$ cat config.mk
export PLATFORM = sky130hd
export DESIGN_NAME = pcx_dest_arbctl
export DESIGN_NICKNAME = d
export VERILOG_FILES = /design/src/rtl/pcx_arb_pkg.sv /design/src/rtl/pcx_rr_pick.sv /design/src/rtl/pcx_dest_arbctl.sv
export SDC_FILE = /design/constraint.sdc
export NUM_CORES = 1
export LEC_CHECK = 0
export ABC_AREA = 1
export BUFFER_PORTS_ARGS = -buffer_cell sky130_fd_sc_hd__buf_4
export CORE_MARGIN = 2
export CORE_UTILIZATION = 53
export CTS_CLUSTER_DIAMETER = 60
export CTS_CLUSTER_SIZE = 25
export DETAILED_ROUTE_END_ITERATION = 8
export GPL_ROUTABILITY_DRIVEN = 0
export PLACE_DENSITY = 0.8
export SLEW_MARGIN = 0
export SYNTH_ARGS = -nofsm -noshare
export SYNTH_HDL_FRONTEND = slang
export SYNTH_SLANG_ARGS = --single-unit
$ cat constraint.sdc
create_clock -name rclk -period 2.4 [get_ports rclk]
set_input_delay 0.12 -clock rclk [delete_from_list [all_inputs] [get_ports rclk]]
set_output_delay 0.12 -clock rclk [all_outputs]
set_load 0.03 [all_outputs]
$ cat src/rtl/pcx_arb_pkg.sv
`default_nettype none
// ============================================================================
//  Module      : pcx_arb_pkg
//  Description : Shared sizing constants for the per-destination PCX arbiter.
//  Revision    : 1.0 - initial release
// ============================================================================
package pcx_arb_pkg;

  localparam int NSRC_DEF = 5;
  localparam int QDEPTH   = 2;
  localparam int CNT_W    = 2;

endpackage : pcx_arb_pkg
`default_nettype wire

$ cat src/rtl/pcx_rr_pick.sv
`default_nettype none
// ============================================================================
//  Module      : pcx_rr_pick
//  Description : Combinational round-robin picker; priority starts just
//                after lastgnt and wraps around to source 0.
//  Revision    : 1.0 - initial release
// ============================================================================
module pcx_rr_pick
  import pcx_arb_pkg::*;
#(
  parameter int NSRC = NSRC_DEF,
  parameter int IW   = $clog2(NSRC_DEF)
) (
  input  logic [NSRC-1:0] req,
  input  logic [IW-1:0]   lastgnt,
  output logic [NSRC-1:0] gnt
);

  logic [NSRC-1:0] w_hi_mask;
  logic [NSRC-1:0] w_req_hi;

  function automatic logic [NSRC-1:0] lowest_set(input logic [NSRC-1:0] v);
    logic [NSRC-1:0] r;
    logic            f;
    r = '0;
    f = 1'b0;
    for (int i = 0; i < NSRC; i++) begin
      if (!f && v[i]) begin
        r[i] = 1'b1;
        f    = 1'b1;
      end
    end
    return r;
  endfunction

  always_comb begin
    w_hi_mask = '0;
    for (int i = 0; i < NSRC; i++) begin
      w_hi_mask[i] = (IW'(i) > lastgnt);
    end
  end

  assign w_req_hi = req & w_hi_mask;

  // Sources above lastgnt win first; otherwise wrap to the lowest requester.
  assign gnt = (|w_req_hi) ? lowest_set(w_req_hi) : lowest_set(req);

endmodule : pcx_rr_pick
`default_nettype wire

$ cat src/rtl/pcx_dest_arbctl.sv
`default_nettype none
// ============================================================================
//  Module      : pcx_dest_arbctl
//  Description : Per-destination PCX arbiter: round-robin grant with stall and
//                atomic-pair lock, plus per-source two-entry queue controls.
//  Revision    : 1.0 - initial release
// ============================================================================
module pcx_dest_arbctl
  import pcx_arb_pkg::*;
#(
  parameter int NSRC = NSRC_DEF
) (
  input  logic            rclk,
  input  logic            arst_l,
  input  logic [NSRC-1:0] spc_pcx_req_pq,
  input  logic [NSRC-1:0] spc_pcx_atom_pq,
  input  logic            pcx_stall_pq,
  output logic [NSRC-1:0] arbpc_pcxdp_grant_arbbf_pa,
  output logic [NSRC-1:0] arbpc_pcxdp_q0_hold_arbbf_pa_l,
  output logic [NSRC-1:0] arbpc_pcxdp_qsel0_arbbf_pa,
  output logic [NSRC-1:0] arbpc_pcxdp_qsel1_arbbf_pa_l,
  output logic [NSRC-1:0] arbpc_pcxdp_shift_arbbf_px,
  output logic            arbpc_ovf_err
);

  localparam int IW = (NSRC > 1) ? $clog2(NSRC) : 1;
  localparam logic [CNT_W-1:0] c_full = CNT_W'(QDEPTH);
  localparam logic [CNT_W-1:0] c_one  = CNT_W'(1);

  logic [NSRC-1:0] r_grant;
  logic [NSRC-1:0] r_shift;
  logic [NSRC-1:0] r_req_pa;
  logic            r_lock;
  logic [IW-1:0]   r_lastgnt;
  logic            r_err;

  logic [NSRC-1:0] w_elig;
  logic [NSRC-1:0] w_head_atm;
  logic [NSRC-1:0] w_rr_gnt;
  logic [NSRC-1:0] w_gnt;
  logic [NSRC-1:0] w_ovf;
  logic            w_lock_err;
  logic            w_lock_set;
  logic [IW-1:0]   w_gidx;

  pcx_rr_pick #(
    .NSRC (NSRC),
    .IW   (IW)
  ) u_rr_pick (
    .req     (w_elig),
    .lastgnt (r_lastgnt),
    .gnt     (w_rr_gnt)
  );

  // While locked, the previous grant names the source owed its second half.
  always_comb begin
    w_gnt      = '0;
    w_lock_err = 1'b0;
    if (r_lock) begin
      w_gnt      = r_grant & w_elig;
      w_lock_err = (w_gnt == '0);
    end else if (!pcx_stall_pq) begin
      w_gnt = w_rr_gnt;
    end
  end

  assign w_lock_set = ~r_lock & (|(w_gnt & w_head_atm));

  always_comb begin
    w_gidx = r_lastgnt;
    for (int i = 0; i < NSRC; i++) begin
      if (w_gnt[i]) w_gidx = IW'(i);
    end
  end

  always_ff @(posedge rclk or negedge arst_l) begin
    if (!arst_l) begin
      r_grant   <= '0;
      r_shift   <= '0;
      r_req_pa  <= '0;
      r_lock    <= 1'b0;
      r_lastgnt <= IW'(NSRC - 1);
      r_err     <= 1'b0;
    end else begin
      r_grant   <= w_gnt;
      r_shift   <= r_grant;
      r_req_pa  <= spc_pcx_req_pq;
      r_lock    <= w_lock_set;
      r_lastgnt <= w_gidx;
      r_err     <= r_err | (|w_ovf) | w_lock_err;
    end
  end

  generate
    for (genvar s = 0; s < NSRC; s++) begin : g_src
      logic [CNT_W-1:0] r_pend;
      logic [CNT_W-1:0] r_occ;
      logic [1:0]       r_atm;
      logic [CNT_W-1:0] w_pend_n;
      logic [1:0]       w_atm_n;
      logic [CNT_W-1:0] w_occ_sh;
      logic [CNT_W-1:0] w_occ_n;
      logic             w_ovf_pend;
      logic             w_ovf_occ;

      assign w_elig[s]     = (r_pend != '0) | spc_pcx_req_pq[s];
      assign w_head_atm[s] = (r_pend != '0) ? r_atm[0] : spc_pcx_atom_pq[s];

      // A request granted in its own cycle bypasses the pending FIFO.
      always_comb begin
        w_pend_n   = r_pend;
        w_atm_n    = r_atm;
        w_ovf_pend = 1'b0;
        if (w_gnt[s] && (r_pend != '0)) begin
          w_pend_n = r_pend - c_one;
          w_atm_n  = {1'b0, r_atm[1]};
        end
        if (spc_pcx_req_pq[s] && !(w_gnt[s] && (r_pend == '0))) begin
          if (w_pend_n == c_full) begin
            w_ovf_pend = 1'b1;
          end else begin
            w_atm_n[w_pend_n[0]] = spc_pcx_atom_pq[s];
            w_pend_n             = w_pend_n + c_one;
          end
        end
      end

      always_comb begin
        w_occ_sh  = (r_shift[s] && (r_occ != '0)) ? (r_occ - c_one) : r_occ;
        w_occ_n   = w_occ_sh;
        w_ovf_occ = 1'b0;
        if (r_req_pa[s]) begin
          if (w_occ_sh == c_full) w_ovf_occ = 1'b1;
          else                    w_occ_n   = w_occ_sh + c_one;
        end
      end

      assign w_ovf[s] = w_ovf_pend | w_ovf_occ;

      assign arbpc_pcxdp_qsel0_arbbf_pa[s]   = r_req_pa[s] & (w_occ_sh == '0);
      assign arbpc_pcxdp_qsel1_arbbf_pa_l[s] = ~(r_req_pa[s] & (w_occ_sh == c_one));

      always_ff @(posedge rclk or negedge arst_l) begin
        if (!arst_l) begin
          r_pend <= '0;
          r_occ  <= '0;
          r_atm  <= '0;
        end else begin
          r_pend <= w_pend_n;
          r_occ  <= w_occ_n;
          r_atm  <= w_atm_n;
        end
      end
    end
  endgenerate

  assign arbpc_pcxdp_grant_arbbf_pa     = r_grant;
  assign arbpc_pcxdp_shift_arbbf_px     = r_shift;
  assign arbpc_pcxdp_q0_hold_arbbf_pa_l = r_shift;
  assign arbpc_ovf_err                  = r_err;

endmodule : pcx_dest_arbctl
`default_nettype wire

Word-level counts from Yosys, hierarchy flattened
Index checks and enable logic that the tools add are counted.
W data, S select, Z words.

word-level totals
  output and inout bits = 26
  bits of input ports = 13
  flip-flop bits (word level) = 50
  logic and storage cells = 284

operators by class
  bitwise operators = 32
  equal/unequal tests = 15
  order comparisons = 15
  reduce and logical (&&, ||, !) cells = 71
  multiplexer cells = 110
  add/subtract/negate cells = 20

operators with widths
  operator               count
  $mux W2                45
  $mux W1                47
  $logic_and A1 B1 Y1    33
  $add A2 B1 Y2 const B  10
  $eq A2 B2 Y1 const B   10
  $logic_not A2 Y1       10
  $reduce_bool A2 Y1     10
  $sub A2 B1 Y2 const B  10
  $and A5 B5 Y5          3
  $mux W3                5
  $mux W5                3
  $reduce_or A5 Y1       3
  $logic_not A1 Y1       13
  $or A1 B1 Y1           12
  $and A1 B1 Y1          11
  $bwmux W2              5
  $eq A2 B1 Y1 const B   5
  $lt A1 B2 Y1 const B   5
  $gt A1 B3 Y1 const A   2
  $gt A2 B3 Y1 const A   2
  $not A1 Y1             6
  $demux W1 S1           5
  $ge A1 B1 Y1 const B   5
  $logic_not A5 Y1       1
  2 further kinds        2

Longest topological paths before layout
  depth in word-level cells = 28
  mapped depth = 20
  mapped depth without buffers = 20

Hierarchy
Synthesis repeated with hierarchy kept, for this count alone.

unflattened totals
  cells, all modules = 468
  area total of the unflattened synthesis = 3529.6 µm²

modules (own cells, without submodules)
  module           cells each  times used  seq. area each (µm²)  area an instance (µm²)
  pcx_dest_arbctl  434         1           1252.5                3359.5
  pcx_rr_pick      34          1           0.0                   170.2

Worst setup path before layout
Ideal clock, no wire load.

  kind = reg-to-reg
  start point = reg g_src[3].r_pend[0]
  end point = reg g_src[0].r_atm[0]
  clock period less this slack = 2.271 ns
  buffers on the path = 0
  setup time = 0.116 ns
  cell stages (with the launch flop) = 18
  required time = 2.284 ns
  path slack = 0.129 ns
  arrival = 2.155 ns
  cells stage by stage = dfrtp_1 -> inv_1 -> ha_1 -> inv_2 -> nor2_1 -> nor2_1 -> nor3_2 -> nand2_1 -> o21ai_2 -> nand2_4 -> nand2_1 -> o21a_1 -> inv_1 -> ha_1 -> nor2_1 -> nand2_1 -> nand2_1 -> nand2_1

on the way
  word-level cells in the longest chain between the ends = 16
  elaborated cells on any way between the ends = 22
  classes of those cells = 2 x order compare; 1 x eq/ne; 10 x mux; 2 x bitwise; 7 x reduce/logical

RTL lines
  element                                                             line                    source
  start: declaration                                                  pcx_dest_arbctl.sv:96   logic [CNT_W-1:0] r_pend;
  start signal: assignment                                            pcx_dest_arbctl.sv:149  r_pend <= w_pend_n;
  $reduce_bool A2 Y1 *                                                pcx_dest_arbctl.sv:106  assign w_elig[s] = (r_pend != '0) | spc_pcx_req_pq[s];
  $or A1 B1 Y1 *                                                      pcx_dest_arbctl.sv:106
  $and A5 B5 Y5 *                                                     pcx_rr_pick.sv:43       assign w_req_hi = req & w_hi_mask;
  $reduce_or A5 Y1 *                                                  pcx_rr_pick.sv:46       assign gnt = (|w_req_hi) ? lowest_set(w_req_hi) : lowest_set(req);
  $mux W5 *                                                           pcx_rr_pick.sv:46
  $mux W5 *                                                           pcx_dest_arbctl.sv:62   end else if (!pcx_stall_pq) begin
  $mux W5 *                                                           pcx_dest_arbctl.sv:59   if (r_lock) begin
  named net w_gnt[0]                                                  pcx_dest_arbctl.sv:40   logic [NSRC-1:0] w_gnt;
  [2 not listed]                                                      n/a
  $lt A1 B2 Y1 (not written as such) or $ge A1 B1 Y1 (tied branches)  pcx_dest_arbctl.sv:122  w_atm_n[w_pend_n[0]] = spc_pcx_atom_pq[s];
  $logic_and A1 B1 Y1 (not written as such)                           pcx_dest_arbctl.sv:122
  $mux W1 (not written as such)                                       pcx_dest_arbctl.sv:122
  $demux W1 S1                                                        pcx_dest_arbctl.sv:122
  $bwmux W2                                                           pcx_dest_arbctl.sv:122
  $mux W2                                                             pcx_dest_arbctl.sv:119  if (w_pend_n == c_full) begin
  $mux W2 *                                                           pcx_dest_arbctl.sv:118  if (spc_pcx_req_pq[s] && !(w_gnt[s] && (r_pend == '0))) begin
  named net g_src[0].w_atm_n[0]                                       pcx_dest_arbctl.sv:100  logic [1:0] w_atm_n;
  end signal: assignment                                              pcx_dest_arbctl.sv:151  r_atm <= w_atm_n;
  end: declaration                                                    pcx_dest_arbctl.sv:98   logic [1:0] r_atm;

The timed path passes the listed nets; every way through them passes the cells marked *.
A chain may end at the register's enable or synchronous reset.

Worst setup path in the final report
  start point = reg g_src[0].r_pend[1]
  end point = reg r_err (netlist: arbpc_ovf_err)

on the way
  elaborated cells on any way between the ends = 92
  classes of those cells = 1 x add/sub; 5 x eq/ne; 35 x mux; 10 x bitwise; 41 x reduce/logical

RTL lines
  element                                      line                                  source
  start: declaration                           pcx_dest_arbctl.sv:96
  start signal: assignment                     pcx_dest_arbctl.sv:149
  $reduce_bool A2 Y1 *                         pcx_dest_arbctl.sv:106
  $or A1 B1 Y1 *                               pcx_dest_arbctl.sv:106
  $and A5 B5 Y5                                pcx_rr_pick.sv:43
  $reduce_or A5 Y1 or $mux W1 (tied branches)  pcx_rr_pick.sv:46, pcx_rr_pick.sv:28
  $mux W5                                      pcx_rr_pick.sv:46
  $mux W5                                      pcx_dest_arbctl.sv:62
  $mux W5 *                                    pcx_dest_arbctl.sv:59
  named net w_gnt[0]                           pcx_dest_arbctl.sv:40
  $logic_and A1 B1 Y1                          pcx_dest_arbctl.sv:114                if (w_gnt[s] && (r_pend != '0)) begin
  $mux W2                                      pcx_dest_arbctl.sv:114
  $eq A2 B2 Y1                                 pcx_dest_arbctl.sv:119
  $mux W1                                      pcx_dest_arbctl.sv:119
  $mux W1 *                                    pcx_dest_arbctl.sv:118
  $or A1 B1 Y1 *                               pcx_dest_arbctl.sv:138                assign w_ovf[s] = w_ovf_pend | w_ovf_occ;
  $reduce_or A5 Y1 *                           pcx_dest_arbctl.sv:90                 r_err <= r_err | (|w_ovf) | w_lock_err;
  $or A1 B1 Y1 * (2 in series)                 pcx_dest_arbctl.sv:90
  end signal: assignment                       pcx_dest_arbctl.sv:90
  end: declaration                             pcx_dest_arbctl.sv:35                 logic r_err;

Marks and branches as above.

==> reports/metrics.csv <==
metric;value;unit
status;completed;
post-route-worst-setup-slack;0.0491;ns
ant_nets;0;
antenna_found_initial;0;
cts.path.max_buffers;2;
grt_max_degree;51;
fp.dieArea;7160;sq um
start_kind;register;
ys_dominant_reg_cell;dfrtp_1;
die_w;84.6;um
synth.most_common_cell;nand2_1;
io_pins;39;
fin_setup_tns;0;ns
wl_per_cell;12.8;um
fin_nets;591;
finalPower;0.00633;W
synth_edf_count;0;
finClkSkew;0.00345;ns
initial_core_util;54.6;%
fin_area;4400;sq um
cts_tree;built;
synthTopCellsByCount;142 x nand2_1, 70 x inv_1, 49 x dfrtp_1;
clk_pin_slew;0.09;ns
ys.warnings.count;0;
placed_area;3940;sq um
pwr_density_cell;1440;nW/um^2
synth_area_leaders;dfrtp_1 36%, nand2_1 15%, ha_1 15%;
portBuffers;38;
drt_first_pass_iters;4;
yosysTopAreaCell;dfrtp_1;
cts_sinks;50;
hold_viol;0;
post_drt_via_cell_ratio;5.09;
min_period;2.35;ns
cts_made_buffers;5;
syn-num-nets;510;
syn_avg_cell_area;7.54;sq um
insertedDiodeCount;0;
cp.required;2.60;ns
fmax;425;MHz
drive_gt1_share;27.8;%
grt_pass1_vias;2886;
overflow;0;
slowest_delay;0.38;ns
synth_top_area_share;35.6;%
core;6310;sq um
power_leakage;2.40;nW
cap_violations;0;
drt_iter0_drc;194;
synthCells;457;
wirelength;7.91;mm
setup_viol;0;
h-tree-depth;2;
slew_headroom;57.3;%
tightest_slew;0.640;ns
path_cells;inv_2, ha_4, inv_2, nor2_4, buf_4, inv_1, nand3_1, inv_1, nand2_1, o21ai_2, nand2_4, nand2_1, o21a_1, inv_1, ha_2, nand3_1, nand3_1, nor2_1, nand2_1;
grt_use_total;21.2;%
drc;0;
dp_hpwl;5.53;mm
synth-seq-cells;50;
vdd_drop_max;0.730;mV
crit_arrival;2.56;ns
cts_root_buf;clkbuf_8;
synth.cell_area;3450;sq um
path_max_fanout;6;
maxSlewViolCount;0;
async_reset_ff_share;100;%
num_vias;3136;
worstSetupEndpointType;register;
slowest_stage;dfrtp_1;
fin_crit_sh;98.0;%
area_growth;27.7;%
dp_slack;-0.0693;ns
final_util;69.7;%
rsz0062_at_grt;yes;
yosys.cell_types.count;28;
path_class;register to register;
grt_pass1_wl;12.3;mm
ys_seq_area_share;36.3;%
hold_class;input pin to register;
die_h;84.6;um
num_rows;29;
clk_latency;0.31;ns
[critical path, delay by kind of cell (launching register included)]
kind | cells | cell delay (ns)
DFF | 1 | 0.38
adders and majority gates | 2 | 0.34
AOI/OAI and AO/OA | 2 | 0.24
and+or+nand+nor | 9 | 0.76
buffers and inverters | 6 | 0.50
[per-layer routing]
metal / up-vias / wire length (um) / GRT usage (%)
met5: - / 0 / 0
met4: 0 / 270 / 6.20
met3: 29 / 335 / 4.13
met2: 81 / 4070 / 38.2
met1: 1445 / 3230 / 25.6
li1: 1581 / - / -
[final timing paths]
check / from / to / slack [ns] / cells after the start
setup / recovery: g_src[0].r_pend[1] / arbpc_ovf_err / 0.05 / 19
hold / removal: spc_pcx_atom_pq[0] / g_src[0].r_atm[0] / 0.06 / 3
setup reg to reg: g_src[0].r_pend[1] / arbpc_ovf_err / 0.05 / 19
hold reg to reg: arbpc_pcxdp_grant_arbbf_pa[4] / arbpc_pcxdp_q0_hold_arbbf_pa_l[4] / 0.45 / 0
max in group asynchronous: arst_l / g_src[1].r_occ[1] / 1.60 / 2
min in group asynchronous: arst_l / arbpc_pcxdp_q0_hold_arbbf_pa_l[4] / 0.38 / 2
[area by class of cell]
| cell class | count | area (sq um) |
|---|---|---|
| Clock buffer | 5 | 68.8 |
| Clock inverter | 3 | 40.0 |
| Fill cell | 516 | 1910 |
| Inverter | 75 | 284 |
| Multi-Input combinational cell | 326 | 2040 |
| Sequential cell | 50 | 1250 |
| Tap cell | 77 | 96.3 |
| Timing Repair Buffer | 80 | 616 |
[kinds of logic after synthesis]
group | synth area share [%]
simple gates | 29.4
buf+inv | 9.37
flops | 36.3
compound gates | 7.63
fa+ha+maj | 14.5
xor+xnor | 2.72
[cells in the final DEF (no fill, tap or decap), drive strengths merged]
| master | netlist | layout |
|---|---|---|
| xor2 | 9 | 9 |
| a31oi | 1 | 1 |
| clkbuf | 1 | 5 |
| o21a | 1 | 1 |
| nand4 | 6 | 6 |
| nor3 | 2 | 2 |
| dfrtp | 49 | 49 |
| nand3 | 31 | 31 |
| ha | 40 | 40 |
| o21bai | 2 | 2 |
| o21ai | 30 | 30 |
| clkinv | 0 | 2 |
| buf | 5 | 74 |
| dfstp | 1 | 1 |
| dlygate4sd3 | 0 | 6 |
| inv | 75 | 75 |
| a21oi | 13 | 13 |
| a211oi | 1 | 1 |
| bufinv | 0 | 1 |
| nor2 | 33 | 33 |
| nand2 | 157 | 157 |
[per-stage QoR]
stage / instances / hold WS [ns]
2_1_floorplan: 457 / -0.176
3_3_place_gp: 586 / 0.185
3_5_place_dp: 586 / 0.195
4_1_cts: 603 / 0.0521
5_1_grt: 616 / 0.0612
6_report: 616 / 0.0576
[sequential cells by signal, summed over array words and instances (netlist names)]
name,cells
r_lock,1
r_lastgnt,3
r_req_pa,5
arbpc_ovf_err,1
g_src.r_pend,10
g_src.r_occ,10
arbpc_pcxdp_q0_hold_arbbf_pa_l,5
g_src.r_atm,10
arbpc_pcxdp_grant_arbbf_pa,5
[report_power, final]
group	total [W]	switching (W)	internal, W
Combinational	0.00432	0.00257	0.00174
Clock	0.000588	0.000281	0.000307
Sequential	0.00143	0.000230	0.00120
Total	0.00633	0.00309	0.00325
[repair_timing]
item | CTS | global route
buffers inserted | 3 | 13
hold buffers | 6 | 0
endpoints found under the setup margin | 8 | 19
endpoints found under the hold margin | 54 | 0
pin swaps | 7 | 15
resized for setup | 14 | 37
Power figures use the tool's default switching activity.
